--- src/rtl/core_reg_file_mp.sv ---
// Multi-port register file with write-to-read bypass and a pending-write scoreboard.
// Reads and scoreboard lookups see this cycle's writes, clears and allocation.
module core_reg_file_mp #(
   parameter int WIDTH    = 32,
   parameter int NUM_REGS = 16,
   parameter int NUM_RD   = 2,
   parameter int NUM_WR   = 2,
   parameter int ZERO_R0  = 0,
   localparam int RW      = $clog2(NUM_REGS)
) (
   input  logic                     i_clk,
   input  logic                     i_rst,
   input  logic [NUM_RD*RW-1:0]     i_rd_r,
   input  logic [NUM_RD-1:0]        i_rd_stall,
   output logic [NUM_RD*WIDTH-1:0]  o_rd_value,
   output logic [NUM_RD-1:0]        o_rd_busy,
   input  logic [NUM_WR-1:0]        i_wr_enable,
   input  logic [NUM_WR*RW-1:0]     i_wr_r,
   input  logic [NUM_WR*WIDTH-1:0]  i_wr_value,
   input  logic                     i_alloc_en,
   input  logic [RW-1:0]            i_alloc_r,
   output logic [NUM_REGS-1:0]      o_busy
);

   localparam logic [RW:0] NUM_REGS_W = (RW+1)'(NUM_REGS);

   logic [WIDTH-1:0]        r_file [NUM_REGS];
   logic [NUM_REGS-1:0]     r_busy;
   logic [NUM_RD*WIDTH-1:0] r_rd_value;
   logic [NUM_RD-1:0]       r_rd_busy;

   logic [WIDTH-1:0]        w_file_next [NUM_REGS];
   logic [NUM_REGS-1:0]     w_busy_next;
   logic [NUM_WR-1:0]       w_wr_ok;
   logic                    w_alloc_ok;
   logic [NUM_RD*WIDTH-1:0] w_rd_value_next;
   logic [NUM_RD-1:0]       w_rd_busy_next;

   // An address is usable if it is in range and not the hardwired-zero r0.
   function automatic logic addr_ok(input logic [RW-1:0] a);
      addr_ok = ({1'b0, a} < NUM_REGS_W) && !((ZERO_R0 != 0) && (a == '0));
   endfunction

   always_comb begin
      for (int j = 0; j < NUM_WR; j++) begin
         w_wr_ok[j] = i_wr_enable[j] && addr_ok(i_wr_r[j*RW +: RW]);
      end
      w_alloc_ok = i_alloc_en && addr_ok(i_alloc_r);
   end

   // Ascending port order lets the highest enabled port win a same-register conflict.
   always_comb begin
      for (int k = 0; k < NUM_REGS; k++) begin
         w_file_next[k] = r_file[k];
         for (int j = 0; j < NUM_WR; j++) begin
            if (w_wr_ok[j] && (i_wr_r[j*RW +: RW] == RW'(k))) begin
               w_file_next[k] = i_wr_value[j*WIDTH +: WIDTH];
            end
         end
      end
   end

   // Clears first, then the set, so a new producer supersedes a retiring one.
   always_comb begin
      w_busy_next = r_busy;
      for (int j = 0; j < NUM_WR; j++) begin
         if (w_wr_ok[j]) begin
            w_busy_next[i_wr_r[j*RW +: RW]] = 1'b0;
         end
      end
      if (w_alloc_ok) begin
         w_busy_next[i_alloc_r] = 1'b1;
      end
   end

   always_comb begin
      logic [RW-1:0] v_addr;
      v_addr          = '0;
      w_rd_value_next = '0;
      w_rd_busy_next  = '0;
      for (int i = 0; i < NUM_RD; i++) begin
         v_addr = i_rd_r[i*RW +: RW];
         if (addr_ok(v_addr)) begin
            w_rd_value_next[i*WIDTH +: WIDTH] = w_file_next[v_addr];
            w_rd_busy_next[i]                 = w_busy_next[v_addr];
         end
      end
   end

   always_ff @(posedge i_clk) begin
      if (i_rst) begin
         for (int k = 0; k < NUM_REGS; k++) begin
            r_file[k] <= '0;
         end
         r_busy     <= '0;
         r_rd_value <= '0;
         r_rd_busy  <= '0;
      end else begin
         for (int k = 0; k < NUM_REGS; k++) begin
            r_file[k] <= w_file_next[k];
         end
         r_busy <= w_busy_next;
         for (int i = 0; i < NUM_RD; i++) begin
            if (!i_rd_stall[i]) begin
               r_rd_value[i*WIDTH +: WIDTH] <= w_rd_value_next[i*WIDTH +: WIDTH];
               r_rd_busy[i]                 <= w_rd_busy_next[i];
            end
         end
      end
   end

   assign o_rd_value = r_rd_value;
   assign o_rd_busy  = r_rd_busy;
   assign o_busy     = r_busy;

endmodule

--- config.mk ---
export PLATFORM = sky130hd
export DESIGN_NAME = core_reg_file_mp
export DESIGN_NICKNAME = d
export VERILOG_FILES = /design/src/rtl/core_reg_file_mp.sv
export SDC_FILE = /design/constraint.sdc
export NUM_CORES = 2
export LEC_CHECK = 0
export ABC_AREA = 1
export CORE_MARGIN = 5
export CORE_UTILIZATION = 45
export CTS_CLUSTER_SIZE = 14
export DETAILED_ROUTE_END_ITERATION = 7
export SYNTH_ARGS = -nofsm -noshare
export SYNTH_HDL_FRONTEND = slang
export SYNTH_SLANG_ARGS = --single-unit
--- constraint.sdc ---
create_clock -name i_clk -period 3.1 [get_ports i_clk]
set_clock_uncertainty 0.05 [all_clocks]
set_input_delay 0.62 -clock i_clk [delete_from_list [all_inputs] [get_ports i_clk]]
set_output_delay 0.62 -clock i_clk [all_outputs]
set_load 0.03 [all_outputs]
==> flow_summary.yaml <==
status:
  status: "complete, but fails checks"
  violations: "DRC"
floorplan:
  die_x_um: 307
  initial_core_util_pct: 45.5
  ios: 173
  coreArea_sq_um: 87000
  die_area_sq_um: 94100
  die_h_um: 307
  fp-row-count: 108
setup_path:
  critPathMaxStageDelay_ns: 0.60
  crit_fanout: 10
  path_class: "primary input to flip-flop"
  cpMostUsedCell: "nand3_1"
  cp-endpoint: "o_rd_value[38]$_SDFFE_PP0N_"
  crit_buf_inv: 6
  cpMaxStageDelayCell: "clkdlybuf4s50_1"
  startpoint_type: "primary input"
  critPathTopFamily: "buffers and inverters"
  cp.depth: 15
  cp.required_ns: 3.61
  startpoint: "i_wr_r[4]"
  arrival_ns: 3.17
  cp-end-kind: "flip-flop"
  r2r_slack_ns: 1.61
  crit-reg2reg-launch: "r_file[1][230]$_SDFF_PP0_"
  reg2reg_depth: 9
  rr_endpoint: "o_rd_value[38]$_SDFFE_PP0N_"
  path_cells: "clkdlybuf4s50_1 -> inv_1 -> nand3_1 -> buf_4 -> nor2_4 -> inv_2 -> buf_12 -> nand3_1 -> nand3_1 -> nand3_1 -> nand3_1 -> nand3_1 -> nand3_1 -> nand2_1 -> inv_1"
timing:
  hold_viol: 0
  fin_crit_ns: 2.67
  period_share_pct: 86.0
  tightest_slew_ns: 0.879
  slew-limit-headroom_pct: 41.2
  drv_slew: 0
  finalSetupViolCount: 0
  grt_setup_unrepaired: "no"
  setup_ws_ns: 0.435
  clock.fmax_mhz: 375
  hold-worst-slack_ns: 0.391
final_layout:
  final_cell_mix: "nand3_1 (2821), nand2_1 (1327), inv_1 (599), dfxtp_1 (594), a21oi_1 (521)"
  fin_nets: 6972
  stdcell_count: 8099
  layout_commonest_cell: "nand3_1"
  final_util_pct: 56.0
  fillers: 8718
  multi_input_area_sq_um: 23100
  regArea_sq_um: 11900
  area_delta_synth_final_pct: 22.9
  drive_above_1_share_pct: 9.80
logic_synthesis:
  synth_cell_types: 17
  synth_fp_nets: 6872
  syn_area_per_cell_sq_um: 5.84
  yosysSeqAreaShare_pct: 30.0
  yosys_warnings: 0
  synth_area_leaders: "nand3_1 (36%), dfxtp_1 (30%), nand2_1 (13%)"
  synth_area_leader_cell: "nand3_1"
  synth_top_area_share_pct: 35.7
  synth_seq_cells: 594
  synth_area_sq_um: 39600
  postSynthCellCount: 6781
clock_tree:
  cts_tree: "yes"
  cts_max_level: 3
  clk_path_buf_depth: 3
  clkSinkCount: 594
  hold_buffers: 0
  clkTransAtPathRegs_ns: 0.06
  cts_setup_buffers: 0
  root_buffer: "clkbuf_16"
  post_cts_resized: 0
  clkLatencyLatePin_ns: 0.66
  cts_buffers: 75
route:
  drt_iter0_markers: 8529
  ant_nets: 0
  num_vias: 51800
  via_per_inst: 6.39
  first_pass_iters: 8
  drc: 2
  wl_um: 212000
  drt-wirelength-per-cell_um: 26.2
min_path:
  hold_path.class: "primary input to flip-flop"
placement:
  port-buffer-count: 172
  post-place-ws_ns: -0.135
  dpl.hpwl_um: 131000
  place_congestion: 0.956
  place_inst: 7959
global_routing:
  antenna_found_initial: 10
  grt_overflow: 0
  grt_pass1_vias: 47100
  grt_max_degree: 82
  grt_pass1_wl_um: 308000
  grt_usage_pct: 42.7
run:
  cap_violations: 0
pwr:
  power_density_nw_per_um2: 444
  total_power_mw: 21.6
  p_leak_nw: 22.0
  max-vdd-ir-drop_v: 0.000447
==> kinds of logic (layout without fill, tap and decap cells) <==
kind of cell    Yosys count  in the layout  share of synthesized area (%)
buf+inv                1257           1413                           12.2
compound gates          554            554                           7.21
other cells               0              7                              0
flops                   594            594                           30.0
simple gates           4376           4376                           50.6
==> area by class of cell <==
| cell class | count | share of cell area, % |
|---|---|---|
| multi-input combinational | 4930 | 47.5 |
| sequential | 594 | 24.4 |
| tap | 1155 | 2.97 |
| inverter | 630 | 4.92 |
| antenna | 7 | 0.0360 |
| timing repair buffer | 650 | 15.2 |
| clock inverter | 18 | 0.308 |
| clock buffer | 115 | 4.66 |
==> registers in the layout (all words and copies together), names as in the netlist <==
| register | cells |
|---|---|
| r_file | 512 |
| o_rd_busy | 2 |
| o_rd_value | 64 |
| o_busy | 16 |
==> metrics by stage <==
step | area [sq um] | setup TNS (ns)
3_3_place_gp | 46300 | -0.902
6_report | 48700 | 0
3_5_place_dp | 46300 | -1.05
5_1_grt | 48700 | 0
2_1_floorplan | 39600 | 0
4_1_cts | 48700 | 0
==> synth_stat cells <==
master    count
nand2_1    1349
nand4_1      32
a21oi_1     521
nor2_2        5
nand3_1    2827
and2_1        1
buf_1       103
inv_1       623
clkbuf_1    444
nor3_1        2
dfxtp_1     594
o211ai_1      1
buf_2        80
clkinv_1      2
inv_2         5
nor2_1      160
o21bai_1     32
==> power by group <==
part           internal, mW  switching, mW  leakage (nW)
Clock                  5.19           3.77          1.20
Sequential             7.92          0.123          4.83
Combinational          1.53           3.11          16.0
Total                  14.6           7.01          22.0
==> layer usage <==
metal / vias to the layer above / GRT usage [%] / part of all wire (%)
li1: 23000 / - / -
met1: 23100 / 55.5 / 36
met4: 4 / 27.8 / 8.1
met2: 4557 / 61.9 / 40
met5: - / 0.253 / 0.014
met3: 1054 / 12.1 / 15
==> worst min path at each step <==
stage / startpoint / end / slack [ns] / cells after the start
global placement: o_busy[11]$_SDFF_PP0_ / o_busy[11]$_SDFF_PP0_ / 0.48 / 2
floorplan: r_file[0][192]$_SDFF_PP0_ / r_file[0][192]$_SDFF_PP0_ / 0.50 / 4
global route: i_rst / r_file[0][227]$_SDFF_PP0_ / 0.42 / 2
detailed placement: o_busy[1]$_SDFF_PP0_ / o_busy[1]$_SDFF_PP0_ / 0.48 / 2
finish: i_rst / r_file[0][227]$_SDFF_PP0_ / 0.39 / 2
CTS: i_rst / r_file[0][227]$_SDFF_PP0_ / 0.39 / 2
No activity file was read; power rests on OpenSTA's default activity.
